[src/rtl/spi_reg_bank.sv]
// rtl/spi_reg_bank.sv - SPI mode-0 slave register bank feeding the RSA operands and start/stop commands
// SPI_READBACK_EN: when defined, P/E/M/CONST/SPARE read back their contents; otherwise they read as 0.
module spi_reg_bank #(
  parameter int WIDTH = 8
) (
  input  logic             clk,
  input  logic             rst,
  input  logic             ena,
  input  logic             spi_cs_n,
  input  logic             spi_clk,
  input  logic             spi_mosi,
  output logic             spi_miso,
  output logic             start_cmd,
  output logic             stop_cmd,
  output logic [WIDTH-1:0] rsa_p,
  output logic [WIDTH-1:0] rsa_e,
  output logic [WIDTH-1:0] rsa_m,
  output logic [WIDTH-1:0] rsa_const,
  output logic [WIDTH-1:0] spare,
  input  logic [WIDTH-1:0] rsa_c,
  input  logic             irq
);

  localparam int FRAME = 8 + WIDTH;
  localparam int CW = $clog2(FRAME + 1);
  localparam logic [CW-1:0] FRAME_LAST = CW'(FRAME - 1);
  localparam logic [CW-1:0] FRAME_FULL = CW'(FRAME);
  localparam logic [CW-1:0] CMD_LAST   = CW'(7);
  localparam logic [CW-1:0] CMD_BITS   = CW'(8);

  logic [1:0]       cs_sync, sclk_sync, mosi_sync;
  logic             sclk_d;
  logic             cs_s, sclk_rise, sclk_fall;
  logic [CW-1:0]    bit_cnt;
  logic [FRAME-1:0] rx_sr;
  logic [WIDTH-1:0] tx_sr;
  logic             commit;
  logic [2:0]       rd_addr;
  logic [WIDTH-1:0] rd_data;
  logic [2:0]       wr_addr;
  logic [WIDTH-1:0] wr_data;

  assign cs_s      = cs_sync[1];
  assign sclk_rise = sclk_sync[1] & ~sclk_d;
  assign sclk_fall = ~sclk_sync[1] & sclk_d;
  // Address is complete on the 8th rising edge: two bits already shifted, the last still on mosi.
  assign rd_addr   = {rx_sr[1:0], mosi_sync[1]};
  assign wr_addr   = rx_sr[WIDTH+2:WIDTH];
  assign wr_data   = rx_sr[WIDTH-1:0];

  always_comb begin
    rd_data = '0;
    case (rd_addr)
      3'd0: rd_data[0] = irq;
      3'd5: rd_data = rsa_c;
      3'd7: rd_data = WIDTH'(8'hA5);
`ifdef SPI_READBACK_EN
      3'd1: rd_data = rsa_p;
      3'd2: rd_data = rsa_e;
      3'd3: rd_data = rsa_m;
      3'd4: rd_data = rsa_const;
      3'd6: rd_data = spare;
`endif
      default: rd_data = '0;
    endcase
  end

  always_ff @(posedge clk or posedge rst) begin
    if (rst) begin
      cs_sync   <= 2'b11;
      sclk_sync <= 2'b00;
      mosi_sync <= 2'b00;
      sclk_d    <= 1'b0;
      bit_cnt   <= '0;
      rx_sr     <= '0;
      tx_sr     <= '0;
      commit    <= 1'b0;
      spi_miso  <= 1'b0;
      start_cmd <= 1'b0;
      stop_cmd  <= 1'b0;
      rsa_p     <= '0;
      rsa_e     <= '0;
      rsa_m     <= '0;
      rsa_const <= '0;
      spare     <= '0;
    end else begin
      cs_sync   <= {cs_sync[0], spi_cs_n};
      sclk_sync <= {sclk_sync[0], spi_clk};
      mosi_sync <= {mosi_sync[0], spi_mosi};
      sclk_d    <= sclk_sync[1];
      start_cmd <= 1'b0;
      stop_cmd  <= 1'b0;
      commit    <= 1'b0;

      if (commit && ena) begin
        case (wr_addr)
          3'd0: begin
            // Stop wins over start when both bits are set.
            if (wr_data[1]) stop_cmd <= 1'b1;
            else if (wr_data[0]) start_cmd <= 1'b1;
          end
          3'd1: rsa_p     <= wr_data;
          3'd2: rsa_e     <= wr_data;
          3'd3: rsa_m     <= wr_data;
          3'd4: rsa_const <= wr_data;
          3'd6: spare     <= wr_data;
          default: ;
        endcase
      end

      if (!ena || cs_s) begin
        bit_cnt  <= '0;
        rx_sr    <= '0;
        tx_sr    <= '0;
        spi_miso <= 1'b0;
        commit   <= 1'b0;
      end else begin
        if (sclk_rise && bit_cnt < FRAME_FULL) begin
          bit_cnt <= bit_cnt + 1'b1;
          rx_sr   <= {rx_sr[FRAME-2:0], mosi_sync[1]};
          if (bit_cnt == CMD_LAST) tx_sr <= rx_sr[6] ? '0 : rd_data;
          if (bit_cnt == FRAME_LAST) commit <= rx_sr[FRAME-2];
        end
        // MISO is a register fed on falling edges so the master sees bit WIDTH-1 at the 9th rising edge.
        if (sclk_fall && bit_cnt >= CMD_BITS) begin
          spi_miso <= tx_sr[WIDTH-1];
          tx_sr    <= {tx_sr[WIDTH-2:0], 1'b0};
        end
      end
    end
  end

endmodule

[config.mk]
export PLATFORM = sky130hd
export DESIGN_NAME = spi_reg_bank
export DESIGN_NICKNAME = d
export VERILOG_FILES = /design/src/rtl/spi_reg_bank.sv
export SDC_FILE = /design/constraint.sdc
export NUM_CORES = 1
export LEC_CHECK = 0
export ABC_AREA = 0
export BUFFER_PORTS_ARGS = -buffer_cell sky130_fd_sc_hd__buf_2
export CAP_MARGIN = 20
export CORE_AREA = 2 2 82 84
export DETAILED_ROUTE_END_ITERATION = 8
export DIE_AREA = 0 0 84 86
export PLACE_DENSITY = 0.74
export SLEW_MARGIN = 20
export SYNTH_ARGS = -nofsm -noshare
export SYNTH_HDL_FRONTEND = slang
export SYNTH_SLANG_ARGS = --single-unit
[constraint.sdc]
create_clock -name clk -period 3.6 [get_ports clk]
set_input_delay 0 -clock clk [delete_from_list [all_inputs] [get_ports clk]]
set_output_delay 0 -clock clk [all_outputs]
set_load 0.005 [all_outputs]
## Yosys cells after proc, flatten, opt, wreduce, memory -nomap -nowiden

Index checks and enable logic that the tools add are counted.

- Flip-flop bits (word level): 79
- Input bits: 15
- Output and inout port bits: 43
- Logic and storage cells: 72

- $add $sub $neg: 1
- $lt $le $gt $ge: 2
- Equality and inequality tests: 9
- Multiplexer cells: 23
- Bitwise operators: 4
- Reduce and logical (&&, ||, !) cells: 17

Operator list:

| operator | count |
|---|---|
| $mux W8 | 5 |
| $mux W15 | 2 |
| $pmux W7 S2 | 1 |
| $eq A3 B3 Y1 const B | 4 |
| $mux W1 | 12 |
| $reduce_and A2 Y1 | 6 |
| $mux W5 | 2 |
| $eq A3 B2 Y1 const B | 2 |
| $logic_not A3 Y1 | 2 |
| $reduce_bool A3 Y1 | 2 |
| $add A5 B1 Y5 const B | 1 |
| $eq A5 B3 Y1 const B | 1 |
| $eq A5 B4 Y1 const B | 1 |
| $ge A5 B4 Y1 const B | 1 |
| $lt A5 B5 Y1 const B | 1 |
| $reduce_bool A2 Y1 | 2 |
| $eq A3 B1 Y1 const B | 1 |
| $logic_and A1 B1 Y1 | 3 |
| $pmux W1 S3 | 1 |
| $and A1 B1 Y1 | 2 |
| $not A1 Y1 | 2 |
| $logic_not A1 Y1 | 1 |
| $logic_or A1 B1 Y1 | 1 |

## Depth between registers and ports, before layout

- Depth in word-level cells: 7
- Depth in mapped cells: 6
- Depth with buffers taken out: 6

## Least setup slack after synthesis

No wires, ideal clock.

- Path kind: reg2reg
- From: register bit_cnt[4]
- To: register tx_sr[1]
- Setup time: 0.096 ns
- Arrival: 1.673 ns
- Data required time: 3.504 ns
- Slack: 1.832 ns
- Stages on the path, launching flop included: 6
- Path buffers: 1
- Path through: dfrtp_1 nor3b_2 nand4b_4 or4_1 buf_2 o32ai_2

- Longest elaborated chain between the ends: 4
- Elaborated cells between the ends (all ways): 10

RTL lines:

| element | RTL line | text |
|---|---|---|
| start, declared | 34 | `logic [CW-1:0] bit_cnt;` |
| start signal, assigned | 119 | `bit_cnt <= bit_cnt + 1'b1;` |
| $ge A5 B4 Y1 or $lt A5 B5 Y1 (tied branches) | 125, 118 |  |
| $logic_and A1 B1 Y1 (on tied branches) | 125, 118 |  |
| $reduce_bool A3 Y1 (no line) or $mux W8 (tied branches) | - |  |
| $reduce_and A2 Y1 (no line) or $mux W8 (tied branches) | - |  |
| end signal, assigned | 121 | `if (bit_cnt == CMD_LAST) tx_sr <= rx_sr[6] ? '0 : rd_data;` |
| end signal, assigned | 127 | `tx_sr <= {tx_sr[WIDTH-2:0], 1'b0};` |
| end, declared | 36 | `logic [WIDTH-1:0] tx_sr;` |

Parallel ways exist; a longest one is shown, timed or not.
A chain may end at the register's enable or synchronous reset.

## Worst setup path in the final report

- From: register bit_cnt[4]
- To: register tx_sr[4]

Same word-level chain as after synthesis.

==> out/results.txt <==
status - finished clean
RSZ-0062 raised after global routing - no
global-route layer with the greatest usage - met1
Clock Skew - 0.00854 ns
Die H - 86 um
first-pass GRT wire length - 11000 um
Post-Syn Area - 3240 um2
Total Routing Usage GR - 19.6%
DP HPWL - 4190 um
PwrDens - 433 nW/um2
Die Area - 7220 um2
# fillers - 518
count of pins over their slew limit - 0
H-tree depth - 3
fmax - 0.459 GHz
sequential cell area - 1980 um2
Iteration-0 DRC Markers - 148
initial antenna violation count - 0
first-pass detailed-route iteration total - 4
Rel. slew slack - 29.0%
Synth Warn # - 0
GPL Wtd Cong - 0.888
most frequent cells in the layout - dfrtp_1, buf_2, mux2_2
final total power - 1700 uW
CP bufs+invs - 1
layout cells sized above 1 - 37.6%
worst-margin pin slew - 1.07 ns
GRT met1 Usage - 28.2%
FFs w/ async S/R, synth - 100%
diodes inserted - 0
top_reg_cell synth - dfrtp_1
IO Port Bufs - 57
peak fanout along the critical path - 20
Starting Density - 51.6%
Lkg Pwr - 0.00199 uW
Avg Synthesized Cell Area - 12.3 um2
routed vias - 2209
reg2reg setup slack - 1.42 ns
Largest stage delay, worst path - 0.74 ns
CTS max path bufs - 2
synth unique cells - 33
M3 GR Usage - 3.85%
Final nets - 348
commonest non-fill, non-tap cell in the layout - dfrtp_1
synthesized net count - 282
Final Cycle Share - 60.5%
Cells after Synth - 264
top post-synthesis cells by area - dfrtp_1, mux2_2, nand2_1
delay-heaviest family, CP - simple AND/OR/NAND/NOR gates
total negative slack - 0 ns
CP max stage cell - or4_1
Row Count - 29
Critical Path AT - 2.43 ns
GRT overflow - 0
clk_lat worst skew - 0.35 ns
Final Hold Viols - 0
Worst-path clk slew - 0.08 ns
DRT antenna net count - 0
Req. time, crit path - 3.85 ns
Multi-input gate area - 1160 um2
CTS tree - done
residual DRC count - 0
Die X - 84 um
wire per inst - 15.6 um
area grow syn2layout - 21.0%
share of the synthesized area in the top cell type - 59.5%
M2 GR Usage - 28.1%
Max Cap Violations - 0
#FFs+latches synth - 79
sequential share of the synthesized area - 61.1%
CTS root buf - clkbuf_8
worst path cell trace - nor3b_2 > buf_4 > nand4b_4 > or4_1 > o32ai_2
largest net degree at the start of global routing - 45
Final Setup Violations - 0
Critical Path End Type - flip-flop
routed wire length - 6410 um
Ports - 58
Vias per Instance - 5.36
Core ar. - 6280 um2
Tmin final - 2.18 ns
Worst Setup Path Type - reg -> reg
critical path launch point type - flip-flop
Synth area leader - dfrtp_1
vias in the first global route - 2197
Peak VDD IR - 0.358 mV
EDFF count, synth - 0
CTS sink cnt - 79
worst hold path class - in -> reg
CTS Buf Count - 9
## layer usage
metal | up-vias | routed length (um)
li1 | 1037 | -
met1 | 1111 | 3050
met2 | 49 | 2980
met3 | 12 | 210
met4 | 0 | 161
met5 | - | 0
## metrics by stage
stage	hold slack (ns)	setup slack, ns	util (%)	instances	area [um2]
finish	0.134	1.42	62.4	412	3920
global route	0.179	1.27	62.4	412	3920
CTS	0.133	1.42	62.4	412	3920
detailed placement	0.109	1.43	57.0	385	3580
global placement	0.109	1.52	57.0	385	3580
floorplan	0.00448	1.58	-	264	3240
## Yosys cell counts, drive strengths merged, types with 2 or more instances
| cell | number |
|---|---|
| nand4 | 5 |
| clkbuf | 13 |
| mux2 | 40 |
| dfstp | 2 |
| nor3b | 2 |
| and3 | 2 |
| nand2 | 39 |
| o21a | 4 |
| xor2 | 2 |
| dfrtp | 77 |
| a21oi | 19 |
| o221ai | 2 |
| ha | 3 |
| inv | 10 |
| nand2b | 2 |
| buf | 2 |
| nand3 | 5 |
| nor2b | 4 |
| a22oi | 4 |
| o32ai | 4 |
| o211ai | 2 |
| nor2 | 12 |
## tightest hold or removal path, stage by stage
cell	delay [ns]
buf_2	0.08
o211ai_1	0.07
a21oi_1	0.15
mux2i_1	0.07
nor2_1	0.08
## repair_timing
action,CTS,global route
gates resized for setup,0,0
hold buffers,11,0
hold endpoints to repair,51,0
setup buffers,0,0
## final cells by class
class | count | share of cell area, %
Sequential cell | 79 | 50.5
Multi-Input combinational cell | 160 | 29.7
Timing Repair Buffer | 70 | 10.5
Clock buffer | 10 | 3.51
Tap cell | 77 | 2.46
Clock inverter | 6 | 2.36
Inverter | 10 | 0.989
## worst paths after layout
path,depth (start not counted),startpoint,end
max,5,bit_cnt[4],tx_sr[4]
min,5,rsa_c[0],tx_sr[0]
max reg2reg,5,bit_cnt[4],tx_sr[4]
min reg2reg,0,sclk_sync[0],sclk_sync[1]
max in group asynchronous,4,rst,spare[5]
min in group asynchronous,3,rst,tx_sr[0]
## registers in the layout (all words and copies together), names as in the netlist
name,flops
bit_cnt,5
commit,1
cs_sync,2
mosi_sync,2
rsa_const,8
rsa_e,8
rsa_m,8
rsa_p,8
rx_sr,15
sclk_d,1
sclk_sync,2
spare,8
spi_miso,1
start_cmd,1
stop_cmd,1
tx_sr,8
## kinds of logic after synthesis
group	count (synthesis)	share of synthesized area [%]
flops	79	61.1
simple gates	77	11.8
mux	41	14.2
compound gates	36	7.96
fa+ha+maj	3	1.16
buf+inv	25	2.94
xor+xnor	3	0.811
## report_power, final
group	leakage, uW	internal [uW]	total [uW]	switching, uW
sequential	0.00109	892	897	4.88
clock	0.000109	413	741	328
combinational	0.000800	20.1	58.7	38.6
Note: power is estimated with default switching activity, not from simulation.
